## config.mk

```make
export PLATFORM = sky130hd
export DESIGN_NAME = pulse_meter3_flat
export DESIGN_NICKNAME = d
export VERILOG_FILES = /design/src/rtl/pulse_meter3_if.sv /design/src/rtl/pulse_meter3.sv /design/src/flat_wrapper.sv
export SDC_FILE = /design/constraint.sdc
export NUM_CORES = 1
export LEC_CHECK = 0
export CAP_MARGIN = 10
export CELL_PAD_IN_SITES_DETAIL_PLACEMENT = 0
export CELL_PAD_IN_SITES_GLOBAL_PLACEMENT = 1
export CORE_ASPECT_RATIO = 0.8
export CORE_MARGIN = 2
export CORE_UTILIZATION = 44
export CTS_CLUSTER_DIAMETER = 30
export DETAILED_ROUTE_END_ITERATION = 7
export GPL_TIMING_DRIVEN = 0
export HOLD_SLACK_MARGIN = 0.02
export PLACE_DENSITY = 0.84
export SLEW_MARGIN = 10
export SYNTH_ARGS = -nofsm -noshare
export SYNTH_HDL_FRONTEND = slang
export SYNTH_SLANG_ARGS = --single-unit
```

## constraint.sdc

```tcl
create_clock -name clk -period 2.01 [get_ports clk]
set_input_delay 0.3015 -clock clk [delete_from_list [all_inputs] [get_ports clk]]
set_output_delay 0.3015 -clock clk [all_outputs]
set_load 0.02 [all_outputs]
```

## src/rtl/pulse_meter3_if.sv

```systemverilog
// pulse_meter3_if: pulse channel inputs and measurement results of pulse_meter3
interface pulse_meter3_if;
    logic C1, C2, C3;
    logic [4:0] Period1, Period2, Period3;
    logic [4:0] Width1, Width2, Width3;
    logic [4:0] Phase2, Phase3;
    logic VALID1, VALID2, VALID3;
    logic OVF1, OVF2, OVF3;
    modport master (
        output C1, C2, C3,
        input Period1, Period2, Period3, Width1, Width2, Width3, Phase2, Phase3,
        input VALID1, VALID2, VALID3, OVF1, OVF2, OVF3
    );
    modport slave (
        input C1, C2, C3,
        output Period1, Period2, Period3, Width1, Width2, Width3, Phase2, Phase3,
        output VALID1, VALID2, VALID3, OVF1, OVF2, OVF3
    );
endinterface

```

## src/rtl/pulse_meter3.sv

```systemverilog
// pulse_meter3: per-channel period/width meter with C1-referenced phase of C2/C3
module pulse_meter3 (
    input logic clk,
    input logic RST_N,
    input logic CLR,
    pulse_meter3_if.slave pm
);
    typedef enum logic {IDLE, MEAS} state_t;
    logic [2:0] c, prev, rise, fall, ph_sat;
    assign c = {pm.C3, pm.C2, pm.C1};
    assign rise = c & ~prev;
    assign fall = ~c & prev;
    assign ph_sat[0] = 1'b0;
    // on CLR prev follows Cx as well, so a level already high is not a new edge
    always_ff @(posedge clk or negedge RST_N)
        if (!RST_N) prev <= '0;
        else prev <= c;
    for (genvar g = 0; g < 3; g++) begin : ch
        state_t st, st_nx;
        logic [4:0] cnt_p, cnt_w, per, wid;
        logic valid, ovf, sat_p, sat_w;
        assign sat_p = cnt_p == 5'd31;
        assign sat_w = cnt_w == 5'd31;
        always_comb begin
            st_nx = st;
            if (st == IDLE && rise[g]) st_nx = MEAS;
        end
        always_ff @(posedge clk or negedge RST_N)
            if (!RST_N) st <= IDLE;
            else st <= CLR ? IDLE : st_nx;
        always_ff @(posedge clk or negedge RST_N)
            if (!RST_N) begin
                cnt_p <= '0;
                cnt_w <= '0;
                per <= '0;
                wid <= '0;
                valid <= 1'b0;
                ovf <= 1'b0;
            end else if (CLR) begin
                cnt_p <= '0;
                cnt_w <= '0;
                per <= '0;
                wid <= '0;
                valid <= 1'b0;
                ovf <= 1'b0;
            end else begin
                valid <= rise[g] && st == MEAS;
                if (rise[g]) begin
                    cnt_p <= 5'd1;
                    cnt_w <= 5'd1;
                    if (st == MEAS) per <= cnt_p;
                end else begin
                    if (st == MEAS) cnt_p <= sat_p ? cnt_p : cnt_p + 5'd1;
                    if (c[g]) cnt_w <= sat_w ? cnt_w : cnt_w + 5'd1;
                end
                if (fall[g] && st == MEAS) wid <= cnt_w;
                if ((!rise[g] && ((st == MEAS && sat_p) || (c[g] && sat_w))) || ph_sat[g]) ovf <= 1'b1;
            end
    end
    for (genvar g = 1; g < 3; g++) begin : ph
        logic [4:0] cnt, phase, inc;
        logic arm;
        assign inc = cnt == 5'd31 ? cnt : cnt + 5'd1;
        assign ph_sat[g] = arm && cnt == 5'd31 && !rise[0];
        // capture the incremented value so Phasex counts the cycles between the two edges
        always_ff @(posedge clk or negedge RST_N)
            if (!RST_N) begin
                cnt <= '0;
                phase <= '0;
                arm <= 1'b0;
            end else if (CLR) begin
                cnt <= '0;
                phase <= '0;
                arm <= 1'b0;
            end else if (rise[0]) begin
                cnt <= '0;
                arm <= !rise[g];
                if (rise[g]) phase <= '0;
            end else if (arm) begin
                cnt <= inc;
                if (rise[g]) begin
                    phase <= inc;
                    arm <= 1'b0;
                end
            end
    end
    assign pm.Period1 = ch[0].per;
    assign pm.Period2 = ch[1].per;
    assign pm.Period3 = ch[2].per;
    assign pm.Width1 = ch[0].wid;
    assign pm.Width2 = ch[1].wid;
    assign pm.Width3 = ch[2].wid;
    assign pm.VALID1 = ch[0].valid;
    assign pm.VALID2 = ch[1].valid;
    assign pm.VALID3 = ch[2].valid;
    assign pm.OVF1 = ch[0].ovf;
    assign pm.OVF2 = ch[1].ovf;
    assign pm.OVF3 = ch[2].ovf;
    assign pm.Phase2 = ph[1].phase;
    assign pm.Phase3 = ph[2].phase;
endmodule

```

## src/flat_wrapper.sv

```systemverilog
// flat-port wrapper written by rule: the top's interface ports become plain ports
module pulse_meter3_flat 
  (clk, RST_N, CLR, pm_C1, pm_C2, pm_C3, pm_Period1, pm_Period2, pm_Period3, pm_Width1, pm_Width2, pm_Width3, pm_Phase2, pm_Phase3, pm_VALID1, pm_VALID2, pm_VALID3, pm_OVF1, pm_OVF2, pm_OVF3);
  pulse_meter3_if pm_i ();
  input logic clk;
  input logic RST_N;
  input logic CLR;
  input wire logic [$bits(pm_i.C1)-1:0] pm_C1;
  input wire logic [$bits(pm_i.C2)-1:0] pm_C2;
  input wire logic [$bits(pm_i.C3)-1:0] pm_C3;
  output wire logic [$bits(pm_i.Period1)-1:0] pm_Period1;
  output wire logic [$bits(pm_i.Period2)-1:0] pm_Period2;
  output wire logic [$bits(pm_i.Period3)-1:0] pm_Period3;
  output wire logic [$bits(pm_i.Width1)-1:0] pm_Width1;
  output wire logic [$bits(pm_i.Width2)-1:0] pm_Width2;
  output wire logic [$bits(pm_i.Width3)-1:0] pm_Width3;
  output wire logic [$bits(pm_i.Phase2)-1:0] pm_Phase2;
  output wire logic [$bits(pm_i.Phase3)-1:0] pm_Phase3;
  output wire logic [$bits(pm_i.VALID1)-1:0] pm_VALID1;
  output wire logic [$bits(pm_i.VALID2)-1:0] pm_VALID2;
  output wire logic [$bits(pm_i.VALID3)-1:0] pm_VALID3;
  output wire logic [$bits(pm_i.OVF1)-1:0] pm_OVF1;
  output wire logic [$bits(pm_i.OVF2)-1:0] pm_OVF2;
  output wire logic [$bits(pm_i.OVF3)-1:0] pm_OVF3;
  assign pm_i.C1 = pm_C1;
  assign pm_i.C2 = pm_C2;
  assign pm_i.C3 = pm_C3;
  assign pm_Period1 = pm_i.Period1;
  assign pm_Period2 = pm_i.Period2;
  assign pm_Period3 = pm_i.Period3;
  assign pm_Width1 = pm_i.Width1;
  assign pm_Width2 = pm_i.Width2;
  assign pm_Width3 = pm_i.Width3;
  assign pm_Phase2 = pm_i.Phase2;
  assign pm_Phase3 = pm_i.Phase3;
  assign pm_VALID1 = pm_i.VALID1;
  assign pm_VALID2 = pm_i.VALID2;
  assign pm_VALID3 = pm_i.VALID3;
  assign pm_OVF1 = pm_i.OVF1;
  assign pm_OVF2 = pm_i.OVF2;
  assign pm_OVF3 = pm_i.OVF3;
  pulse_meter3 u_core (.clk(clk), .RST_N(RST_N), .CLR(CLR), .pm(pm_i));
endmodule
```

==> impl_metrics.csv <==
group,metric,value,unit
status,status,"complete, no violations",
synth,synth_top_cell_by_area,"dfrtp_1",
timing,max_freq,546,MHz
min_path,min-delay-path-class,"in -> reg",
global_routing,antenna_found_initial,0,
placed_design,gp_congestion,0.814,
pwr,power,4.07,mW
setup_path,start_kind,"flop",
clock_network,clock-sinks,94,
cells_and_area,antenna_cells,0,
synth,synth_fp_nets,441,
timing,rsz0062_at_grt,"false",
synth,ys.warnings.count,0,
cells_and_area,layout.nets,505,
global_routing,grt_usage,18.3,%
floorplanning,rows,32,
cells_and_area,utilization,56.1,%
setup_path,cp.arrival,2.04,ns
setup_path,critPathKind,"reg -> reg",
placed_design,post_dp_cell_area,5110,um2
placed_design,placed_cells,609,
cells_and_area,nFillCells,859,
timing,skew,0.00465,ns
synth,synth_cell_types,45,
global_routing,grt_max_degree,55,
clock_network,cts_made_buffers,9,
floorplanning,io_pins,52,
setup_path,cp_slowest_cell,"dfrtp_1",
pwr,ir_drop,0.468,mV
global_routing,gr-total-overflow,0,
synth,synthTopCellsByArea,"dfrtp_1 53%, nor2_1 5.8%, mux2i_1 5.7%",
pwr,p_leak,2.56,nW
synth,synth_edf_count,0,
routing,drtPass1Iterations,4,
routing,remaining_drc_errors,0,
clock_network,cts_max_level,3,
synth,synth-seq-area-share,53.5,%
timing,period_minus_slack,1.83,ns
timing,period_share,91.1,%
routing,routed_wl,9030,um
cells_and_area,final_common_cell,"dfrtp_1",
timing,setup_tns,0,ns
floorplanning,die_y,93.4,um
setup_path,path_max_fanout,6,
synth,synth_area,4400,um2
setup_path,cp_cell_sequence,"ha_1, and3_1, ha_2, and2b_1, and3b_1, o21ai_0, a21oi_1",
placed_design,hpwl,6280,um
placed_design,port_buffers,51,
synth,ys_seq_elements,94,
clock_network,cts_tree,"yes",
routing,drt-initial-drc-count,128,
timing,tightestPinTransition,0.634,ns
clock_network,cts_buffer_depth,2,
cells_and_area,area_delta_synth_final,23.5,%
clock_network,cts_root_buf,"clkbuf_16",
cells_and_area,finalNonFillerCells,626,
synth,yosys_most_used_dff,"dfrtp_1",
floorplanning,dieArea,10800,um2
clock_network,insertion_delay,0.34,ns
cells_and_area,final_cell_mix,"94 x dfrtp_1, 68 x nor2_1, 50 x clkdlybuf4s50_1, 39 x nand2_1, 33 x a21oi_1",
floorplanning,die_w,116,um
routing,vias,3189,
clock_network,clk_pin_slew_worst_paths,0.06,ns
floorplanning,core_area,9690,um2
timing,fin_hold_ws,0.463,ns
timing,setup_ws,0.179,ns
timing,finalSetupViolCount,0,
synth,synth_cells,421,
global_routing,grt_pass1_wl,15500,um
run,max_cap_violations,0,
timing,final-hold-violation-count,0,
pwr,powerDensity,749,nW/um2
setup_path,worstPathRequired,2.22,ns
routing,ant_nets,0,
placed_design,pre_cts_slack,-0.0287,ns
setup_path,slowest_delay,0.43,ns
setup_path,end_kind,"flop",
synth,synth_async_sr_flop_share,100,%
timing,slew_headroom,57.7,%
timing,slew_viol_final,0,
cells_and_area,drive_gt1_share,10.4,%
routing,vias_per_cell,5.09,
global_routing,grt_pass1_vias,3123,
routing,wire_per_inst,14.4,um
cells_and_area,stdcell_area,5440,um2
floorplanning,start_util,45.4,%
synth,synth_top_area_share,53.5,%
synth,avgSynthCellArea,10.5,um2
==> Yosys cell counts (8+ instances only) <==
library cell,instances
dfrtp_1,94
nor2_1,68
nand2_1,39
a21oi_1,33
mux2i_1,25
nand3_1,19
buf_2,14
ha_1,14
xor2_1,13
nor2b_1,11
a22o_1,8
and3_1,8
==> state kept, by name, indices dropped and copies added, names as in the netlist, 5 cells and up <==
signal	flops
u_core.pm.Width1	5
u_core.pm.Width2	5
u_core.ch.cnt_p	15
u_core.ch.cnt_w	15
u_core.pm.Width3	5
u_core.pm.Phase3	5
u_core.pm.Period3	5
u_core.pm.Period1	5
u_core.pm.Phase2	5
u_core.pm.Period2	5
u_core.ph.cnt	10
==> layer usage <==
| layer | global-route usage [%] | wire length, um | vias to the layer above |
|---|---|---|---|
| li1 | - | - | 1595 |
| met1 | 26.0 | 4580 | 1537 |
| met2 | 27.4 | 4050 | 51 |
| met3 | 5.51 | 329 | 6 |
| met4 | 4.76 | 74 | 0 |
| met5 | 0 | 0 | - |
==> cells by family after synthesis <==
group                      count (synthesis)  synth area share (%)
DFF                                       94                  53.5
muxes                                     28                  6.45
xor gates and xnor gates                  16                  3.18
adders and majority gates                 14                  3.98
and+or+nand+nor                          171                  18.5
AOI/OAI and AO/OA                         70                  10.9
buffers and inverters                     28                  3.44
==> repair_timing <==
item,4_1_cts,5_1_grt
resized for setup,0,2
hold buffers,1,0
endpoints found under the hold margin,40,0
buffers inserted,0,0
setup endpoints to repair,0,2
==> final timing paths <==
check	start	end	slack, ns	depth (start not counted)
setup / recovery	u_core.ch[2].cnt_w[0]	u_core.ch[2].cnt_w[2]	0.18	7
hold / removal	pm_C3	u_core.prev[2]	0.46	1
setup reg to reg	u_core.ch[2].cnt_w[0]	u_core.ch[2].cnt_w[2]	0.18	7
hold reg to reg	u_core.pm.Phase2[4]	u_core.pm.Phase2[4]	0.49	2
max in group asynchronous	RST_N	u_core.ph[1].cnt[2]	0.87	3
min in group asynchronous	RST_N	u_core.pm.VALID3	0.48	2
==> area by class of cell <==
class	instances	area, um2	share of cell area (%)
Multi-Input combinational cell	299	1900	35.0
Buffer	24	136	2.51
Inverter	4	15.0	0.276
Clock inverter	7	88.8	1.63
Tap cell	136	170	3.13
Sequential cell	94	2350	43.3
Clock buffer	9	225	4.14
Timing Repair Buffer	53	546	10.0
==> where the power goes <==
part | leakage, nW | switching [mW] | internal (mW) | total [mW]
sequential | 1.29 | 0.0347 | 1.93 | 1.96
combinational | 1.11 | 0.199 | 0.120 | 0.319
clock | 0.159 | 0.707 | 1.08 | 1.79
total | 2.56 | 0.941 | 3.13 | 4.07
==> critical path, delay by kind of cell (launching register included) <==
family / cells / cell delay, ns
flip-flops: 1 / 0.43
AO/OA/AOI/OAI: 2 / 0.23
AND/OR/NAND/NOR: 3 / 0.59
adder cells (fa/ha/maj): 2 / 0.44
No activity file was read; power rests on OpenSTA's default activity.
